File: src/rtl/ddr_iod_lane_trainer_pkg.sv
// Shared lane-state encoding and default parameter values for the IOD lane trainer.
package ddr_iod_pkg;

  localparam int DEF_NUM_LANES  = 1;
  localparam int DEF_DLY_W      = 8;
  localparam int DEF_MAX_TAPS   = 255;
  localparam int DEF_SETTLE_CYC = 8;
  localparam int DEF_LOCK_CNT   = 4;
  localparam int DEF_MAX_MOVES  = 512;

  typedef enum logic [2:0] {
    LS_IDLE,
    LS_LOAD,
    LS_CLEAR,
    LS_SETTLE,
    LS_SAMPLE,
    LS_MOVE,
    LS_LOCKED,
    LS_FAIL
  } lane_state_e;

endpackage

File: src/rtl/ddr_iod_lane_trainer_if.sv
// Control/status bundle between the lane trainer and its IOD lanes plus the requester.
interface ddr_iod_lane_trainer_if import ddr_iod_pkg::*; #(
  parameter int NUM_LANES = DEF_NUM_LANES,
  parameter int DLY_W     = DEF_DLY_W
);
  logic                       START;
  logic [NUM_LANES-1:0]       LANE_MASK;
  logic [NUM_LANES-1:0]       EYE_MONITOR_EARLY;
  logic [NUM_LANES-1:0]       EYE_MONITOR_LATE;
  logic [NUM_LANES-1:0]       DELAY_LINE_OUT_OF_RANGE;
  logic [NUM_LANES-1:0]       EYE_MONITOR_CLEAR_FLAGS;
  logic [NUM_LANES-1:0]       DELAY_LINE_LOAD;
  logic [NUM_LANES-1:0]       DELAY_LINE_MOVE;
  logic [NUM_LANES-1:0]       DELAY_LINE_DIRECTION;
  logic [NUM_LANES*DLY_W-1:0] TAP_CNT;
  logic [NUM_LANES-1:0]       LANE_LOCKED;
  logic [NUM_LANES-1:0]       LANE_FAIL;
  logic                       BUSY;
  logic                       DONE;

  modport master (
    output START, LANE_MASK, EYE_MONITOR_EARLY, EYE_MONITOR_LATE, DELAY_LINE_OUT_OF_RANGE,
    input  EYE_MONITOR_CLEAR_FLAGS, DELAY_LINE_LOAD, DELAY_LINE_MOVE, DELAY_LINE_DIRECTION,
           TAP_CNT, LANE_LOCKED, LANE_FAIL, BUSY, DONE
  );

  modport slave (
    input  START, LANE_MASK, EYE_MONITOR_EARLY, EYE_MONITOR_LATE, DELAY_LINE_OUT_OF_RANGE,
    output EYE_MONITOR_CLEAR_FLAGS, DELAY_LINE_LOAD, DELAY_LINE_MOVE, DELAY_LINE_DIRECTION,
           TAP_CNT, LANE_LOCKED, LANE_FAIL, BUSY, DONE
  );

endinterface

File: src/rtl/ddr_iod_lane_ctl.sv
// One lane's training loop: load, clear flags, settle, sample, step the delay line, lock or fail.
module ddr_iod_lane_ctl import ddr_iod_pkg::*; #(
  parameter int DLY_W      = DEF_DLY_W,
  parameter int MAX_TAPS   = DEF_MAX_TAPS,
  parameter int SETTLE_CYC = DEF_SETTLE_CYC,
  parameter int LOCK_CNT   = DEF_LOCK_CNT,
  parameter int MAX_MOVES  = DEF_MAX_MOVES
) (
  input  logic             clk,
  input  logic             rst_n,
  input  logic             start,
  input  logic             lane_en,
  input  logic             early,
  input  logic             late,
  input  logic             out_of_range,
  output logic             clear_flags,
  output logic             load,
  output logic             move,
  output logic             direction,
  output logic             locked,
  output logic             fail,
  output logic [DLY_W-1:0] tap_cnt
);

  localparam int SET_W = $clog2(SETTLE_CYC + 1);
  localparam int CLN_W = $clog2(LOCK_CNT + 1);
  localparam int MV_W  = $clog2(MAX_MOVES + 1);

  lane_state_e      state_q, state_d;
  logic [SET_W-1:0] settle_q;
  logic [CLN_W-1:0] clean_q, clean_d;
  logic [MV_W-1:0]  moves_q;
  logic             dir_d;
  logic             restart;
  logic             refuse;

  // Next-state decode; a start is only honoured from a resting state.
  always_comb begin
    state_d = state_q;
    clean_d = clean_q;
    dir_d   = direction;
    restart = 1'b0;
    refuse  = 1'b0;
    case (state_q)
      LS_IDLE, LS_LOCKED, LS_FAIL: begin
        if (start) begin
          restart = 1'b1;
          state_d = lane_en ? LS_LOAD : LS_IDLE;
        end
      end
      LS_LOAD:   state_d = LS_CLEAR;
      LS_CLEAR:  state_d = LS_SETTLE;
      LS_SETTLE: if (settle_q == SET_W'(SETTLE_CYC - 1)) state_d = LS_SAMPLE;
      LS_SAMPLE: begin
        if (early ^ late) begin
          // early-only asks for more delay; refuse when the line or budget is exhausted
          clean_d = '0;
          refuse  = out_of_range
                 || (early && (tap_cnt == DLY_W'(MAX_TAPS)))
                 || (!early && (tap_cnt == '0))
                 || (moves_q == MV_W'(MAX_MOVES));
          if (refuse) begin
            state_d = LS_FAIL;
          end else begin
            state_d = LS_MOVE;
            dir_d   = early;
          end
        end else if (early && late) begin
          clean_d = '0;
          state_d = LS_CLEAR;
        end else begin
          clean_d = clean_q + 1'b1;
          state_d = (clean_q == CLN_W'(LOCK_CNT - 1)) ? LS_LOCKED : LS_CLEAR;
        end
      end
      LS_MOVE:   state_d = LS_CLEAR;
      default:   state_d = LS_IDLE;
    endcase
  end

  // State, counters and registered pulse outputs decoded from the next state.
  always_ff @(posedge clk) begin
    if (!rst_n) begin
      state_q     <= LS_IDLE;
      settle_q    <= '0;
      clean_q     <= '0;
      moves_q     <= '0;
      tap_cnt     <= '0;
      direction   <= 1'b0;
      load        <= 1'b0;
      clear_flags <= 1'b0;
      move        <= 1'b0;
      locked      <= 1'b0;
      fail        <= 1'b0;
    end else begin
      state_q     <= state_d;
      clean_q     <= clean_d;
      direction   <= dir_d;
      settle_q    <= (state_q == LS_SETTLE) ? settle_q + 1'b1 : '0;
      load        <= (state_d == LS_LOAD);
      clear_flags <= (state_d == LS_CLEAR);
      move        <= (state_d == LS_MOVE);
      locked      <= (state_d == LS_LOCKED);
      fail        <= (state_d == LS_FAIL);
      if (restart) begin
        tap_cnt   <= '0;
        moves_q   <= '0;
        clean_q   <= '0;
        direction <= 1'b0;
      end else if (state_d == LS_MOVE) begin
        tap_cnt <= dir_d ? tap_cnt + 1'b1 : tap_cnt - 1'b1;
        moves_q <= moves_q + 1'b1;
      end
    end
  end

endmodule

File: src/rtl/ddr_iod_lane_trainer.sv
// Trains NUM_LANES IOD lanes in parallel; top level only arbitrates START and reports BUSY/DONE.
module ddr_iod_lane_trainer import ddr_iod_pkg::*; #(
  parameter int NUM_LANES  = DEF_NUM_LANES,
  parameter int DLY_W      = DEF_DLY_W,
  parameter int MAX_TAPS   = DEF_MAX_TAPS,
  parameter int SETTLE_CYC = DEF_SETTLE_CYC,
  parameter int LOCK_CNT   = DEF_LOCK_CNT,
  parameter int MAX_MOVES  = DEF_MAX_MOVES
) (
  input  logic                   FAB_CLK,
  input  logic                   RST_N,
  ddr_iod_lane_trainer_if.slave  bus
);

  logic                       busy_q, done_q;
  logic                       start_acc;
  logic                       all_done;
  logic [NUM_LANES-1:0]       mask_q;
  logic [NUM_LANES-1:0]       clear_v, load_v, move_v, dir_v, locked_v, fail_v;
  logic [NUM_LANES*DLY_W-1:0] tap_v;

  assign start_acc = bus.START & ~busy_q;
  assign all_done  = &(locked_v | fail_v | ~mask_q);

  // Accept START only when idle; finish once every trained lane has settled in LOCKED or FAIL.
  always_ff @(posedge FAB_CLK) begin
    if (!RST_N) begin
      busy_q <= 1'b0;
      done_q <= 1'b0;
      mask_q <= '0;
    end else begin
      done_q <= 1'b0;
      if (start_acc) begin
        busy_q <= 1'b1;
        mask_q <= bus.LANE_MASK;
      end else if (busy_q && all_done) begin
        busy_q <= 1'b0;
        done_q <= 1'b1;
      end
    end
  end

  for (genvar i = 0; i < NUM_LANES; i++) begin : g_lane
    ddr_iod_lane_ctl #(
      .DLY_W      (DLY_W),
      .MAX_TAPS   (MAX_TAPS),
      .SETTLE_CYC (SETTLE_CYC),
      .LOCK_CNT   (LOCK_CNT),
      .MAX_MOVES  (MAX_MOVES)
    ) u_ctl (
      .clk          (FAB_CLK),
      .rst_n        (RST_N),
      .start        (start_acc),
      .lane_en      (bus.LANE_MASK[i]),
      .early        (bus.EYE_MONITOR_EARLY[i]),
      .late         (bus.EYE_MONITOR_LATE[i]),
      .out_of_range (bus.DELAY_LINE_OUT_OF_RANGE[i]),
      .clear_flags  (clear_v[i]),
      .load         (load_v[i]),
      .move         (move_v[i]),
      .direction    (dir_v[i]),
      .locked       (locked_v[i]),
      .fail         (fail_v[i]),
      .tap_cnt      (tap_v[i*DLY_W +: DLY_W])
    );
  end

  assign bus.EYE_MONITOR_CLEAR_FLAGS = clear_v;
  assign bus.DELAY_LINE_LOAD         = load_v;
  assign bus.DELAY_LINE_MOVE         = move_v;
  assign bus.DELAY_LINE_DIRECTION    = dir_v;
  assign bus.TAP_CNT                 = tap_v;
  assign bus.LANE_LOCKED             = locked_v;
  assign bus.LANE_FAIL               = fail_v;
  assign bus.BUSY                    = busy_q;
  assign bus.DONE                    = done_q;

endmodule
File: src/flat_wrapper.sv
// flat-port wrapper written by rule: the top's interface ports become plain ports
module ddr_iod_lane_trainer_flat import ddr_iod_pkg::*;
#(
  parameter int NUM_LANES  = DEF_NUM_LANES,
  parameter int DLY_W      = DEF_DLY_W,
  parameter int MAX_TAPS   = DEF_MAX_TAPS,
  parameter int SETTLE_CYC = DEF_SETTLE_CYC,
  parameter int LOCK_CNT   = DEF_LOCK_CNT,
  parameter int MAX_MOVES  = DEF_MAX_MOVES
)
  (FAB_CLK, RST_N, bus_START, bus_LANE_MASK, bus_EYE_MONITOR_EARLY, bus_EYE_MONITOR_LATE, bus_DELAY_LINE_OUT_OF_RANGE, bus_EYE_MONITOR_CLEAR_FLAGS, bus_DELAY_LINE_LOAD, bus_DELAY_LINE_MOVE, bus_DELAY_LINE_DIRECTION, bus_TAP_CNT, bus_LANE_LOCKED, bus_LANE_FAIL, bus_BUSY, bus_DONE);
  ddr_iod_lane_trainer_if #(.NUM_LANES(NUM_LANES), .DLY_W(DLY_W)) bus_i ();
  input  logic FAB_CLK;
  input  logic RST_N;
  input wire logic [$bits(bus_i.START)-1:0] bus_START;
  input wire logic [$bits(bus_i.LANE_MASK)-1:0] bus_LANE_MASK;
  input wire logic [$bits(bus_i.EYE_MONITOR_EARLY)-1:0] bus_EYE_MONITOR_EARLY;
  input wire logic [$bits(bus_i.EYE_MONITOR_LATE)-1:0] bus_EYE_MONITOR_LATE;
  input wire logic [$bits(bus_i.DELAY_LINE_OUT_OF_RANGE)-1:0] bus_DELAY_LINE_OUT_OF_RANGE;
  output wire logic [$bits(bus_i.EYE_MONITOR_CLEAR_FLAGS)-1:0] bus_EYE_MONITOR_CLEAR_FLAGS;
  output wire logic [$bits(bus_i.DELAY_LINE_LOAD)-1:0] bus_DELAY_LINE_LOAD;
  output wire logic [$bits(bus_i.DELAY_LINE_MOVE)-1:0] bus_DELAY_LINE_MOVE;
  output wire logic [$bits(bus_i.DELAY_LINE_DIRECTION)-1:0] bus_DELAY_LINE_DIRECTION;
  output wire logic [$bits(bus_i.TAP_CNT)-1:0] bus_TAP_CNT;
  output wire logic [$bits(bus_i.LANE_LOCKED)-1:0] bus_LANE_LOCKED;
  output wire logic [$bits(bus_i.LANE_FAIL)-1:0] bus_LANE_FAIL;
  output wire logic [$bits(bus_i.BUSY)-1:0] bus_BUSY;
  output wire logic [$bits(bus_i.DONE)-1:0] bus_DONE;
  assign bus_i.START = bus_START;
  assign bus_i.LANE_MASK = bus_LANE_MASK;
  assign bus_i.EYE_MONITOR_EARLY = bus_EYE_MONITOR_EARLY;
  assign bus_i.EYE_MONITOR_LATE = bus_EYE_MONITOR_LATE;
  assign bus_i.DELAY_LINE_OUT_OF_RANGE = bus_DELAY_LINE_OUT_OF_RANGE;
  assign bus_EYE_MONITOR_CLEAR_FLAGS = bus_i.EYE_MONITOR_CLEAR_FLAGS;
  assign bus_DELAY_LINE_LOAD = bus_i.DELAY_LINE_LOAD;
  assign bus_DELAY_LINE_MOVE = bus_i.DELAY_LINE_MOVE;
  assign bus_DELAY_LINE_DIRECTION = bus_i.DELAY_LINE_DIRECTION;
  assign bus_TAP_CNT = bus_i.TAP_CNT;
  assign bus_LANE_LOCKED = bus_i.LANE_LOCKED;
  assign bus_LANE_FAIL = bus_i.LANE_FAIL;
  assign bus_BUSY = bus_i.BUSY;
  assign bus_DONE = bus_i.DONE;
  ddr_iod_lane_trainer #(.NUM_LANES(NUM_LANES), .DLY_W(DLY_W), .MAX_TAPS(MAX_TAPS), .SETTLE_CYC(SETTLE_CYC), .LOCK_CNT(LOCK_CNT), .MAX_MOVES(MAX_MOVES)) u_core (.FAB_CLK(FAB_CLK), .RST_N(RST_N), .bus(bus_i));
endmodule
File: config.mk
export PLATFORM = sky130hd
export DESIGN_NAME = ddr_iod_lane_trainer_flat
export DESIGN_NICKNAME = d
export VERILOG_FILES = /design/src/rtl/ddr_iod_lane_trainer_pkg.sv /design/src/rtl/ddr_iod_lane_trainer_if.sv /design/src/rtl/ddr_iod_lane_ctl.sv /design/src/rtl/ddr_iod_lane_trainer.sv /design/src/flat_wrapper.sv
export SDC_FILE = /design/constraint.sdc
export NUM_CORES = 1
export LEC_CHECK = 0
export ABC_AREA = 1
export BUFFER_PORTS_ARGS = -buffer_cell sky130_fd_sc_hd__buf_2
export CORE_ASPECT_RATIO = 0.7
export CORE_UTILIZATION = 60
export CTS_CLUSTER_SIZE = 8
export DETAILED_ROUTE_END_ITERATION = 6
export HOLD_SLACK_MARGIN = 0.03
export PLACE_DENSITY = 0.85
export SLEW_MARGIN = 0
export SYNTH_ARGS = -nofsm -noshare
export SYNTH_HDL_FRONTEND = slang
export SYNTH_HIERARCHICAL = 1
export SYNTH_SLANG_ARGS = --single-unit
File: constraint.sdc
create_clock -name FAB_CLK -period 3.38 [get_ports FAB_CLK]
set_input_delay 0.338 -clock FAB_CLK [delete_from_list [all_inputs] [get_ports FAB_CLK]]
set_output_delay 0.338 -clock FAB_CLK [all_outputs]
set_load 0.02 [all_outputs]
=== Word-level counts from Yosys, hierarchy flattened ===
Index checks and enable logic that the tools add are counted.

* Flip-flop bits (word level): 37
* Input port bits: 7
* Output and inout bits: 16
* Word-level logic and storage cells: 77

* Add/subtract/negate cells: 5
* Eq/ne operators: 16
* Muxes and demuxes: 19
* Bitwise gates (word level): 7
* Reduce and logical (&&, ||, !) cells: 16

{| class="wikitable"
|+ Operator list
! kind !! count
|-
| equality test 3 bit (second input constant) || 7
|-
| 2-to-1 mux 3 bit || 7
|-
| case mux 3 bit (5 select lines) || 1
|-
| equality test 3 x 2 -> 1 bit (second input constant) || 4
|-
| adder 10 x 1 -> 10 bit (second input constant) || 1
|-
| equality test 10 bit (second input constant) || 1
|-
| 2-to-1 mux 1 bit || 9
|-
| adder 8 x 1 -> 8 bit (second input constant) || 1
|-
| equality test 8 bit (second input constant) || 1
|-
| zero test 8 bit || 1
|-
| 2-to-1 mux 8 bit || 1
|-
| subtractor 8 x 1 -> 8 bit (second input constant) || 1
|-
| equality test 3 x 1 -> 1 bit (second input constant) || 2
|-
| OR reduction 2 bit || 3
|-
| adder 4 x 1 -> 4 bit (second input constant) || 1
|-
| equality test 4 x 3 -> 1 bit (second input constant) || 1
|-
| logical AND 1 bit || 4
|-
| adder 3 x 1 -> 3 bit (second input constant) || 1
|-
| zero test 3 bit || 1
|-
| logical OR 1 bit || 3
|-
| inverter 1 bit || 3
|-
| OR reduction 3 bit || 1
|-
| 2-to-1 mux 2 bit || 1
|-
| OR 1 bit || 2
|-
| 5 further kinds || 5
|}

=== Depth between registers and ports, before layout ===
* Depth after elaboration: 9
* Gate-level depth with buffers: 19
* Mapped depth without buffers: 19

=== Hierarchy ===
The synthesis kept the hierarchy.

{| class="wikitable"
|+ By module, submodules not included
! module !! instances !! cells each !! area an instance (sq um) !! sequential area each (sq um)
|-
| ddr_iod_lane_ctl || 1 || 279 || 1903.1 || 680.7
|-
| ddr_iod_lane_trainer || 1 || 17 || 121.4 || 60.1
|}

=== Worst setup path after synthesis ===
OpenSTA, ideal clock, no wires.

* Path type: input-to-reg
* Start: input port bus_EYE_MONITOR_EARLY
* End: register u_core.g_lane[0].u_ctl.tap_cnt[4]
* Library setup time: 0.113 ns
* Data arrival time: 2.086 ns
* Data required time: 3.267 ns
* Slack: 1.181 ns
* Stages: 18
* Buffers on the path: 0
* Path through: ha_1 > nand3_1 > nor2_1 > nand2_1 > inv_2 > nand2_4 > nand2_2 > nand3_1 > nand2_1 > inv_1 > ha_1 > inv_1 > nand2_1 > nand3_1 > o21ai_0 > xor2_1 > o21ai_1 > inv_1

* Cells in the longest elaborated chain, start to end: 8

{| class="wikitable"
|+ Ends and longest elaborated chain
! item !! RTL line !! RTL
|-
| start, declared || flat_wrapper.sv:17 || <nowiki>input wire logic [$bits(bus_i.EYE_MONITOR_EARLY)-1:0] bus_EYE_MONITOR_EARLY;</nowiki>
|-
| logical AND 1 bit / zero test 1 bit (equally long branches) || ddr_iod_lane_ctl.sv:59, ddr_iod_lane_ctl.sv:60 ||
|-
| logical OR 1 bit / logical AND 1 bit (equally long branches) || ddr_iod_lane_ctl.sv:59, ddr_iod_lane_ctl.sv:60 ||
|-
| logical OR 1 bit || ddr_iod_lane_ctl.sv:60 || <nowiki>|| (!early && (tap_cnt == '0))</nowiki>
|-
| logical OR 1 bit || ddr_iod_lane_ctl.sv:61 || <nowiki>|| (moves_q == MV_W'(MAX_MOVES));</nowiki>
|-
| 2-to-1 mux 2 bit / 2-to-1 mux 1 bit (equally long branches) || ddr_iod_lane_ctl.sv:62 || <nowiki>if (refuse) begin</nowiki>
|-
| 2-to-1 mux 3 bit / 2-to-1 mux 1 bit (equally long branches) || ddr_iod_lane_ctl.sv:55 || <nowiki>if (early ^ late) begin</nowiki>
|-
| case mux 3 bit (5 select lines) / 2-to-1 mux 1 bit (equally long branches) || ddr_iod_lane_ctl.sv:44 || <nowiki>case (state_q)</nowiki>
|-
| equality test 3 bit / 2-to-1 mux 8 bit (equally long branches) || ddr_iod_lane_ctl.sv:110, ddr_iod_lane_ctl.sv:111 ||
|-
| end signal, assigned || ddr_iod_lane_ctl.sv:111 || <nowiki>tap_cnt <= dir_d ? tap_cnt + 1'b1 : tap_cnt - 1'b1;</nowiki>
|-
| end, declared || ddr_iod_lane_ctl.sv:22 || <nowiki>output logic [DLY_W-1:0] tap_cnt</nowiki>
|}

Several ways; a longest one is shown, not always the timed one.
A chain may end at the register's enable or synchronous reset.

=== Worst setup path after layout ===
* Start: register u_core.g_lane[0].u_ctl.moves_q[0]
* End: register u_core.g_lane[0].u_ctl.tap_cnt[4]

* Cells in the longest elaborated chain, start to end: 6

{| class="wikitable"
|+ Ends and longest elaborated chain
! item !! RTL line !! RTL
|-
| start, declared || ddr_iod_lane_ctl.sv:32 || <nowiki>logic [MV_W-1:0] moves_q;</nowiki>
|-
| start signal, assigned || ddr_iod_lane_ctl.sv:112 || <nowiki>moves_q <= moves_q + 1'b1;</nowiki>
|-
| equality test 10 bit (*) || ddr_iod_lane_ctl.sv:61 ||
|-
| logical OR 1 bit (*) || ddr_iod_lane_ctl.sv:61 ||
|-
| 2-to-1 mux 2 bit / 2-to-1 mux 1 bit (equally long branches) || ddr_iod_lane_ctl.sv:62 ||
|-
| 2-to-1 mux 3 bit / 2-to-1 mux 1 bit (equally long branches) || ddr_iod_lane_ctl.sv:55 ||
|-
| case mux 3 bit (5 select lines) / 2-to-1 mux 1 bit (equally long branches) || ddr_iod_lane_ctl.sv:44 ||
|-
| equality test 3 bit / 2-to-1 mux 8 bit (equally long branches) || ddr_iod_lane_ctl.sv:110, ddr_iod_lane_ctl.sv:111 ||
|}

Mark *: on every way between the ends. The rest lies on a longest branch, timed or not.

==> flow_metrics.env <==
export IMPL_layout_commonest_cell="nand2_1"
export IMPL_critical_path_required_ns=3.58
export IMPL_r2r_start="u_core/g_lane[0].u_ctl/moves_q[0]$_SDFFE_PP0P_"
export IMPL_numCtsBuffers=5
export IMPL_synthCells=296
export IMPL_track_usage_pct=26.0
export IMPL_cts_tree="yes"
export IMPL_synth_edf_count=0
export IMPL_hold_start="RST_N"
export IMPL_dpl_hpwl_um=3050
export IMPL_synth_main_ff_cell="dfxtp_1"
export IMPL_gp_congestion=0.883
export IMPL_post_route_min_period_ns=2.44
export IMPL_clock_sinks=37
export IMPL_hold_depth=3
export IMPL_final_nets=335
export IMPL_clk_path_buf_depth=2
export IMPL_worstSetupStartpointType="flop"
export IMPL_reg2regPathDepth=18
export IMPL_async_flop_share_pct=0
export IMPL_antenna_left=0
export IMPL_holdPathEnd="u_core/mask_q$_SDFFE_PN0P_"
export IMPL_cp_slowest_cell="dfxtp_1"
export IMPL_clk_pin_slew_ns=0.08
export IMPL_whs_ns=0.322
export IMPL_powerDensity_mw_per_mm2=464
export IMPL_synth_cell_types=36
export IMPL_r2r_end="u_core/g_lane[0].u_ctl/tap_cnt[4]$_SDFFE_PP0P_"
export IMPL_cts_max_level=2
export IMPL_fp_dieArea_mm2=0.00361
export IMPL_fill_cells=272
export IMPL_wl_per_cell_um=11.6
export IMPL_rsz0062_at_grt="false"
export IMPL_synth_area_per_cell_um2=6.84
export IMPL_rows=17
export IMPL_synth_area_top_cells="dfxtp_1 37%, nand2_1 9.8%, inv_1 9.5%"
export IMPL_max_freq_mhz=409
export IMPL_post_cts_buffers=0
export IMPL_clk_latency_ns=0.29
export IMPL_clock_skew_ns=0.0103
export IMPL_synth_top_area_cell="dfxtp_1"
export IMPL_hold_buffers=0
export IMPL_gr_total_overflow=0
export IMPL_finalSetupViolCount=0
export IMPL_tightest_slew_ns=0.806
export IMPL_fin_crit_sh_pct=72.3
export IMPL_maxCapViolations=0
export IMPL_worstPathMaxFanout=22
export IMPL_hp_class="input port to flop"
export IMPL_setup_tns_final_ns=0
export IMPL_antenna_found_initial=0
export IMPL_grt_max_degree=23
export IMPL_path_cells="inv_1 -> ha_1 -> nand3b_1 -> nor2_1 -> nor2_4 -> nand2_4 -> nand2_2 -> nand3_1 -> nand2_1 -> inv_1 -> ha_1 -> inv_1 -> nand2_1 -> nand3_1 -> o21ai_0 -> xor2_1 -> o21ai_1 -> inv_1"
export IMPL_area_growth_pct=12.9
export IMPL_grt_pass1_vias=1716
export IMPL_cts_root_buf="clkbuf_8"
export IMPL_grt_pass1_wl_um=7290
export IMPL_syn_nets=310
export IMPL_die_x_um=71.4
export IMPL_synthesis_area_mm2=0.00202
export IMPL_diodes=0
export IMPL_leakage_uw=0.00109
export IMPL_critPathArrivalTime_ns=2.64
export IMPL_report_final_slew_viol_count=0
export IMPL_ys_warn_count=6
export IMPL_synth_top_area_share_pct=36.6
export IMPL_layout_common_cells="53 x nand2_1, 51 x inv_1, 41 x nor2_1, 37 x dfxtp_1, 27 x nand3_1"
export IMPL_setup_worst_path_class="flop to flop"
export IMPL_portBuffers=22
export IMPL_worst_path_most_repeated_cell="inv_1"
export IMPL_r2r_setup_slack_ns=0.94
export IMPL_core_area_mm2=0.00319
export IMPL_finalHoldViolCount=0
export IMPL_cts_resized=0
export IMPL_drive_gt1_share_pct=14.6
export IMPL_maxSlewHeadroom_pct=46.2
export IMPL_dr_pass1_iters=4
export IMPL_crit_path_end_kind="flop"
export IMPL_routed_via_density=5.18
export IMPL_ys_ff_latch=37
export IMPL_max_stage_delay_ns=0.36
export IMPL_wl_um=4170
export IMPL_status="finished clean"
export IMPL_pin_count=23
export IMPL_die_height_um=50.6
export IMPL_first_iter_violations=120
export IMPL_num_vias=1866
export IMPL_ys_seq_area_share_pct=36.6
export IMPL_vdd_ir_drop_max_mv=0.335
export IMPL_drc=0
export IMPL_floorplan_initialDensity_pct=63.5
## cells by family after synthesis
family,synth area share (%)
flip-flops,36.6
XOR/XNOR,2.16
adder cells (fa/ha/maj),4.33
AND/OR/NAND/NOR,36.6
AO/OA/AOI/OAI,9.64
buffers and inverters,10.6
## routing by layer
metal | global-route usage [%] | share of wire [%] | vias up
met2 | 44.4 | 45 | 55
met5 | 0 | 0 | -
li1 | - | - | 993
met1 | 32.9 | 48 | 814
met4 | 8.33 | 0.77 | 0
met3 | 5.42 | 6.2 | 4
## state kept, by name (all words and copies together) (netlist names), 3 cells and up
| register | cells |
|---|---|
| u_core/g_lane.u_ctl/settle_q | 4 |
| u_core/g_lane.u_ctl/clean_q | 3 |
| u_core/g_lane.u_ctl/tap_cnt | 8 |
| u_core/g_lane.u_ctl/moves_q | 10 |
| u_core/g_lane.u_ctl/state_q | 3 |
## Yosys cell counts (2+ instances only)
| cell | count |
|---|---|
| a211oi_1 | 2 |
| a21oi_1 | 16 |
| clkbuf_1 | 2 |
| dfxtp_1 | 37 |
| ha_1 | 7 |
| inv_1 | 51 |
| inv_2 | 2 |
| nand2_1 | 53 |
| nand2_2 | 2 |
| nand2_4 | 3 |
| nand3_1 | 27 |
| nand3_2 | 2 |
| nand3b_1 | 2 |
| nand4_1 | 2 |
| nor2_1 | 41 |
| nor2_2 | 3 |
| nor3_1 | 7 |
| nor3b_1 | 6 |
| nor4_1 | 4 |
| o211ai_1 | 2 |
| o21ai_0 | 6 |
| or2_2 | 2 |
| xnor2_1 | 2 |
| xor2_1 | 3 |
## where the power goes
part / switching, uW / internal, uW
combinational: 124 / 58.9
sequential: 12.8 / 459
clock: 164 / 240
## layout make-up
type / count / area [um2] / share of cell area, %
Multi-Input combinational cell: 202 / 1070 / 46.7
Inverter: 53 / 199 / 8.70
Clock buffer: 6 / 82.6 / 3.61
Timing Repair Buffer: 22 / 110 / 4.82
Sequential cell: 37 / 741 / 32.4
Tap cell: 38 / 47.5 / 2.08
Clock inverter: 2 / 37.5 / 1.64
## stage by stage
step	power [uW]	utilization, %	setup slack (ns)	cells	instance area (um2)
4_1_cts	1060	71.6	0.954	360	2290
6_report	1060	71.6	0.936	360	2290
3_5_place_dp	656	67.9	0.735	352	2170
2_1_floorplan	614	-	1.18	296	2020
5_1_grt	1100	71.6	0.705	360	2290
3_3_place_gp	652	67.9	0.832	352	2170
## critical path, delay by kind of cell (launching register included)
family,cells,cell delay (ns)
AND/OR/NAND/NOR,9,1.00
adder cells (fa/ha/maj),2,0.37
AO/OA/AOI/OAI,2,0.23
XOR/XNOR,1,0.16
flip-flops,1,0.36
buffers and inverters,4,0.23
## worst max-delay path by stage
stage / startpoint / cells after the start / slack (ns) / end
3_3_place_gp: bus_EYE_MONITOR_EARLY / 19 / 0.83 / u_core/g_lane[0].u_ctl/tap_cnt[4]$_SDFFE_PP0P_
2_1_floorplan: bus_EYE_MONITOR_EARLY / 18 / 1.18 / u_core/g_lane[0].u_ctl/tap_cnt[4]$_SDFFE_PP0P_
6_report: u_core/g_lane[0].u_ctl/moves_q[0]$_SDFFE_PP0P_ / 18 / 0.94 / u_core/g_lane[0].u_ctl/tap_cnt[4]$_SDFFE_PP0P_
5_1_grt: u_core/g_lane[0].u_ctl/moves_q[0]$_SDFFE_PP0P_ / 18 / 0.71 / u_core/g_lane[0].u_ctl/tap_cnt[4]$_SDFFE_PP0P_
4_1_cts: u_core/g_lane[0].u_ctl/moves_q[0]$_SDFFE_PP0P_ / 18 / 0.95 / u_core/g_lane[0].u_ctl/tap_cnt[4]$_SDFFE_PP0P_
3_5_place_dp: bus_EYE_MONITOR_EARLY / 19 / 0.73 / u_core/g_lane[0].u_ctl/tap_cnt[4]$_SDFFE_PP0P_
(Power assumes the default switching activity.)
